$ cat src/rtl/vreg_load_sequencer.sv
`default_nettype none
// ---------------------------------------------------------------------------
// vreg_load_sequencer: stalls decode and streams NUM_BEATS memory words into
// the weight or spike vector register.                        Revision: 1.0
// ---------------------------------------------------------------------------
module vreg_load_sequencer #(
  parameter int NUM_BEATS = 8,
  parameter int IDX_W     = 3,
  parameter int DATA_W    = 32
) (
  input  logic              clk,
  input  logic              rst,
  input  logic              id_valid,
  input  logic [6:0]        id_opcode,
  input  logic [2:0]        id_funct3,
  input  logic [31:0]       base_addr,
  input  logic              mem_ack,
  input  logic [DATA_W-1:0] mem_rdata,
  output logic              stall,
  output logic              mem_req,
  output logic [31:0]       mem_addr,
  output logic              vr_we,
  output logic              vr_sel,
  output logic [IDX_W-1:0]  vr_idx,
  output logic [DATA_W-1:0] vr_wdata,
  output logic              busy,
  output logic              done
);

  localparam logic [6:0]       LOAD_OPCODE = 7'b0000010;
  localparam logic [IDX_W-1:0] LAST_BEAT   = IDX_W'(NUM_BEATS - 1);
  localparam logic [IDX_W-1:0] BEAT_ONE    = IDX_W'(1);

  typedef enum logic [1:0] {
    IDLE = 2'd0,
    REQ  = 2'd1,
    DONE = 2'd2
  } state_t;

  state_t           state;
  state_t           next_state;
  logic [IDX_W-1:0] beat;
  logic [31:0]      base_q;
  logic             sel_q;
  logic             trigger;
  logic             beat_ack;

  assign trigger  = (state == IDLE) && id_valid && (id_opcode == LOAD_OPCODE);
  assign beat_ack = (state == REQ) && mem_ack;

  always_ff @(posedge clk) begin
    if (rst) begin
      state  <= IDLE;
      beat   <= '0;
      base_q <= '0;
      sel_q  <= 1'b0;
    end else begin
      state <= next_state;
      if (trigger) begin
        base_q <= base_addr;
        sel_q  <= (id_funct3 >= 3'd3);
        beat   <= '0;
      end else if (beat_ack) begin
        beat <= (beat == LAST_BEAT) ? '0 : beat + BEAT_ONE;
      end
    end
  end

  always_comb begin
    next_state = state;
    stall      = 1'b0;
    mem_req    = 1'b0;
    vr_we      = 1'b0;
    done       = 1'b0;
    case (state)
      IDLE: begin
        stall = trigger;
        if (trigger) next_state = REQ;
      end
      REQ: begin
        stall   = 1'b1;
        mem_req = 1'b1;
        vr_we   = mem_ack;
        if (mem_ack && (beat == LAST_BEAT)) next_state = DONE;
      end
      DONE: begin
        done       = 1'b1;
        next_state = IDLE;
      end
      default: next_state = IDLE;
    endcase
  end

  // Address wraps modulo 2^32 by construction of the 32-bit add.
  assign mem_addr = base_q + {{(30 - IDX_W){1'b0}}, beat, 2'b00};
  assign vr_idx   = beat;
  assign vr_sel   = sel_q;
  assign vr_wdata = mem_rdata;
  assign busy     = (state != IDLE);

endmodule
`default_nettype wire

$ cat config.mk
export PLATFORM = sky130hd
export DESIGN_NAME = vreg_load_sequencer
export DESIGN_NICKNAME = d
export VERILOG_FILES = /design/src/rtl/vreg_load_sequencer.sv
export SDC_FILE = /design/constraint.sdc
export NUM_CORES = 1
export LEC_CHECK = 0
export BUFFER_PORTS_ARGS = -buffer_cell sky130_fd_sc_hd__buf_2
export CAP_MARGIN = 20
export CELL_PAD_IN_SITES_DETAIL_PLACEMENT = 0
export CELL_PAD_IN_SITES_GLOBAL_PLACEMENT = 1
export CORE_MARGIN = 2
export CORE_UTILIZATION = 29
export CTS_BUF_LIST = sky130_fd_sc_hd__clkbuf_8
export DETAILED_ROUTE_END_ITERATION = 10
export GPL_TIMING_DRIVEN = 0
export HOLD_SLACK_MARGIN = 0.12
export PLACE_DENSITY_LB_ADDON = 0.3
export SETUP_SLACK_MARGIN = 0.2
export SLEW_MARGIN = 20
export SYNTH_ARGS = -nofsm -noshare
export SYNTH_HDL_FRONTEND = slang
export SYNTH_SLANG_ARGS = --single-unit
$ cat constraint.sdc
create_clock -name clk -period 2.7 [get_ports clk]
set_input_delay 0.27 -clock clk [delete_from_list [all_inputs] [get_ports clk]]
set_output_delay 0.27 -clock clk [all_outputs]
set_load 0.05 [all_outputs]
==> summary.md <==
| Metric | Value |
|---|---|
| Die height | `between 90 and 100 µm` |
| Count of pins over their slew limit | `0` |
| Buffers added on ports | `between 100 and 150` |
| Clock latency of the later-clocked register in the worst-skew pair | `280 ps` |
| Fin Clk Skew | `about 6.1 ps` |
| Global Route Usage Sum | `between 10% and 20%` |
| Cells traversed along the worst timing path | `ha_4 -> inv_2 -> fa_2 -> nand2b_4 -> a2111oi_4 -> buf_6 -> nand4_1 -> xnor2_4 -> buf_6` |
| Routed wirelength normalized by instance count | `roughly 12 µm` |
| Vias per Instance | `between 4 and 5` |
| Largest net degree at the start of global routing | `13` |
| Routing usage on met1 | `roughly 17%` |
| Max transition margin | `66.8%` |
| Total number of nets in the final design | `about 520` |
| Global-route track usage on met3 | `2.42%` |
| Initial cell density of the core | `30.0%` |
| Setup repair after global routing missed its margin | `yes` |
| Most repeated cell in the gate-level netlist after synthesis | `sky130_fd_sc_hd__nand2_1` |
| Cell area after synthesis | `approximately 2300 µm²` |
| Seq cells post-synth | `38` |
| Routed wire length | `6.44 mm` |
| First-pass GRT wire length | `between 9 and 10 mm` |
| Max FO, Critical Path | `6` |
| CTS tree | `yes` |
| Result of the run | `complete, no violations` |
| Synth async-reset ratio | `0%` |
| Count of synthesis-stage warnings from yosys | `0` |
| Die W | `~93 µm` |
| Met2 track demand over resource | `24.3%` |
| Total CTS buffers | `5` |
| Clock power frac | `about two fifths` |
| Leakage | `~0.0018 µW` |
| EDFF count, synth | `0` |
| Residual overflow from global routing | `0` |
| Post-detailed-route DRC marker count | `0` |
| Worst R2R Start | `vr_idx[0]` |
| Clock tree buffer depth | `2` |
| Power, Total | `~1200 µW` |
| Max-cap violations | `0` |
| Setup Total Neg Slack | `0 ps` |
| Crit path from | `base_q[2]` |
| Power dissipated by switching net loads | `about 320 µW` |
| Worst Hold Class | `in -> reg` |
| Most Frequent Cell on Critical Path | `sky130_fd_sc_hd__buf_6` |
| Logic pwr share | `between 10% and 20%` |
| Internal power | `between 900 and 1000 µW` |
| Post-synth top cells | `sky130_fd_sc_hd__nand2_1, sky130_fd_sc_hd__dfxtp_1, sky130_fd_sc_hd__buf_4, sky130_fd_sc_hd__a21oi_1, sky130_fd_sc_hd__xnor2_1` |
| Library cells used by synthesis | `33` |
| Number of antenna violations at the first check in global routing | `0` |
| Post-route minimum period | `around 2700 ps` |
| Longest individual stage delay on the worst path | `roughly 360 ps` |
| Worst Path Required | `roughly 2400 ps` |
| Net switching fraction of the power | `about a quarter` |
| Start point of the worst hold path | `base_addr[2]` |
| Via total after detailed routing | `2371` |
| Number of standard cells in the layout, taps in and fillers out | `540` |
| Final HPWL DP | `just over 5 mm` |
| Antenna-violating nets left | `0` |
| Post-placement cell count | `approximately 520` |
| Clock Pin Slew Worst Setup and Hold Paths | `about 70 ps` |
| Cell area power density | `approximately 330 nW/µm²` |
| Worst slew pin tran | `approximately 500 ps` |
| CP Capture Type | `output pin` |
| Maximum level of the CTS H-tree | `2` |
| Worst setup SP type | `flop` |
| First-pass detailed-route iteration total | `4` |
| Slowest CP cell | `sky130_fd_sc_hd__dfxtp_2` |
| Area of the core | `between 7000 and 8000 µm²` |
| Final RePlAce weighted congestion | `~0.80` |
| Critical Path AT | `between 2000 and 2500 ps` |
| Initial detailed-routing violation count | `54` |
| N_diodes | `0` |
| Vias in the first global route | `2096` |
| Final-report hold violation count | `0` |
| Ratio of cells with drive above 1 in the final layout | `a little over half` |
| Die Area | `8720 µm²` |
| Sinks on Clock Net | `38` |
| Area growth, synth to finish | `64.4%` |
| Cell types with the largest area share after synthesis | `sky130_fd_sc_hd__dfxtp_1, sky130_fd_sc_hd__nand2_1, sky130_fd_sc_hd__buf_4, sky130_fd_sc_hd__xnor2_1, sky130_fd_sc_hd__a21oi_1` |
| Final setup violation count | `0` |
| Number of cells produced by synthesis | `298` |
| Routing layer with the top usage in global route | `met2` |
| CTS Hold Buffers Added | `0` |
| Share of the yosys chip area belonging to registers | `approximately a third` |
| Period Utilization, post-route | `between 90 and 100%` |
| Number of top-level design ports | `roughly 150` |
| Top FF cell, synth | `sky130_fd_sc_hd__dfxtp_1` |
| Seq pwr share | `44.9%` |
| Library cell occupying the most area in the post-synthesis netlist | `sky130_fd_sc_hd__dfxtp_1` |
| Worst ir drop on vdd | `~0.17 mV` |
| Achievable frequency | `~0.37 GHz` |
| Number of standard-cell rows in the floorplan | `32` |
| Crit Path Class | `reg -> out` |
| Share of the synthesized area in the top cell type | `between 30% and 40%` |
| Avg Cell Area, Syn | `7.78 µm²` |
| Root Buffer Master | `sky130_fd_sc_hd__clkbuf_8` |
| Syn nets | `approximately 380` |
[per-layer routing]
layer	part of all wire (%)	up-vias
li1	-	1230
met1	43	1052
met2	51	85
met3	5.6	4
met4	0.65	0
met5	0	-
[worst paths after layout]
| check | cells after the start | endpoint | slack (ps) |
|---|---|---|---|
| worst max-delay path | 9 | mem_addr[28] | 10 |
| worst min-delay path | 3 | base_q[2] | 210 |
| worst max register to register | 5 | vr_idx[0] | 1200 |
| worst min register to register | 2 | base_q[0] | 460 |
[power groups by stage]
| stage | Sequential (µW) | Combinational (µW) | Clock, µW |
|---|---|---|---|
| after floorplan | 574 | 147 | 0 |
| after global placement | 574 | 205 | 0 |
| after detailed placement | 574 | 206 | 0 |
| after CTS | 561 | 207 | 503 |
| after global routing | 560 | 216 | 523 |
| final | 560 | 205 | 484 |
[flip-flops by register name, indices dropped and copies added (netlist names)]
signal,cells
base_q,32
state,2
vr_idx,3
vr_sel,1
[metrics by stage]
step                      utilization (%)  hold slack [ps]  area, µm²  setup WS (ps)
after global placement               42.9              444       3310           -105
after CTS                            46.8              201       3610          -73.2
after floorplan                         -              406       2600            131
after detailed placement             42.9              450       3310           -131
final                                49.3              212       3810           12.7
after global routing                 49.3              215       3810           -103
[cells by family (layout without fill, tap and decap cells)]
| logic type | count (synthesis) | after routing | share of synthesized area [%] |
|---|---|---|---|
| buffers and inverters | 55 | 195 | 14.7 |
| muxes | 2 | 2 | 0.864 |
| AOI/OAI and AO/OA | 41 | 41 | 10.9 |
| xor gates and xnor gates | 28 | 28 | 10.6 |
| adders and majority gates | 6 | 6 | 3.56 |
| and+or+nand+nor | 128 | 128 | 26.6 |
| DFF | 38 | 38 | 32.8 |
[layout by cell type (no fill, tap or decap), drive strengths merged]
cell	synthesis	layout
buf	38	168
nand2	75	75
dfxtp	38	38
a21oi	33	33
xnor2	21	21
clkbuf	7	15
nand4	11	11
inv	9	10
nor2	10	10
nand3	10	10
nor3	9	9
xor2	7	7
ha	5	5
nor2b	3	3
nor4	3	3
a211oi	3	3
and4	2	2
mux2i	2	2
a21o	2	2
o211ai	1	1
clkinv	1	1
nand2b	1	1
a2111oi	1	1
or2	1	1
a21bo	1	1
nor4b	1	1
and3	1	1
or3	1	1
fa	1	1
bufinv	0	1
[area by class of cell]
type / instances / area, µm²
inverters: 10 / 38.8
repair buffers: 132 / 801
plain buffers: 45 / 302
clock buffers: 6 / 82.6
well taps: 102 / 128
fillers: 762 / 3920
clock inverters: 2 / 33.8
flip-flops and latches: 38 / 774
multi-input cells: 205 / 1650
[critical path, delay by kind of cell, from the launching register on]
| kind | cells | cell delay (ps) |
|---|---|---|
| xor+xnor | 1 | 240 |
| simple gates | 2 | 370 |
| buf+inv | 3 | 390 |
| compound gates | 1 | 300 |
| fa+ha+maj | 2 | 480 |
| flops | 1 | 360 |
[timing repair]
action | in CTS | in global routing
gates resized for setup | 35 | 33
endpoints found under the setup margin | 23 | 23
buffers inserted | 9 | 6
pin swaps | 6 | 17
Note: power is estimated with default switching activity, not from simulation.
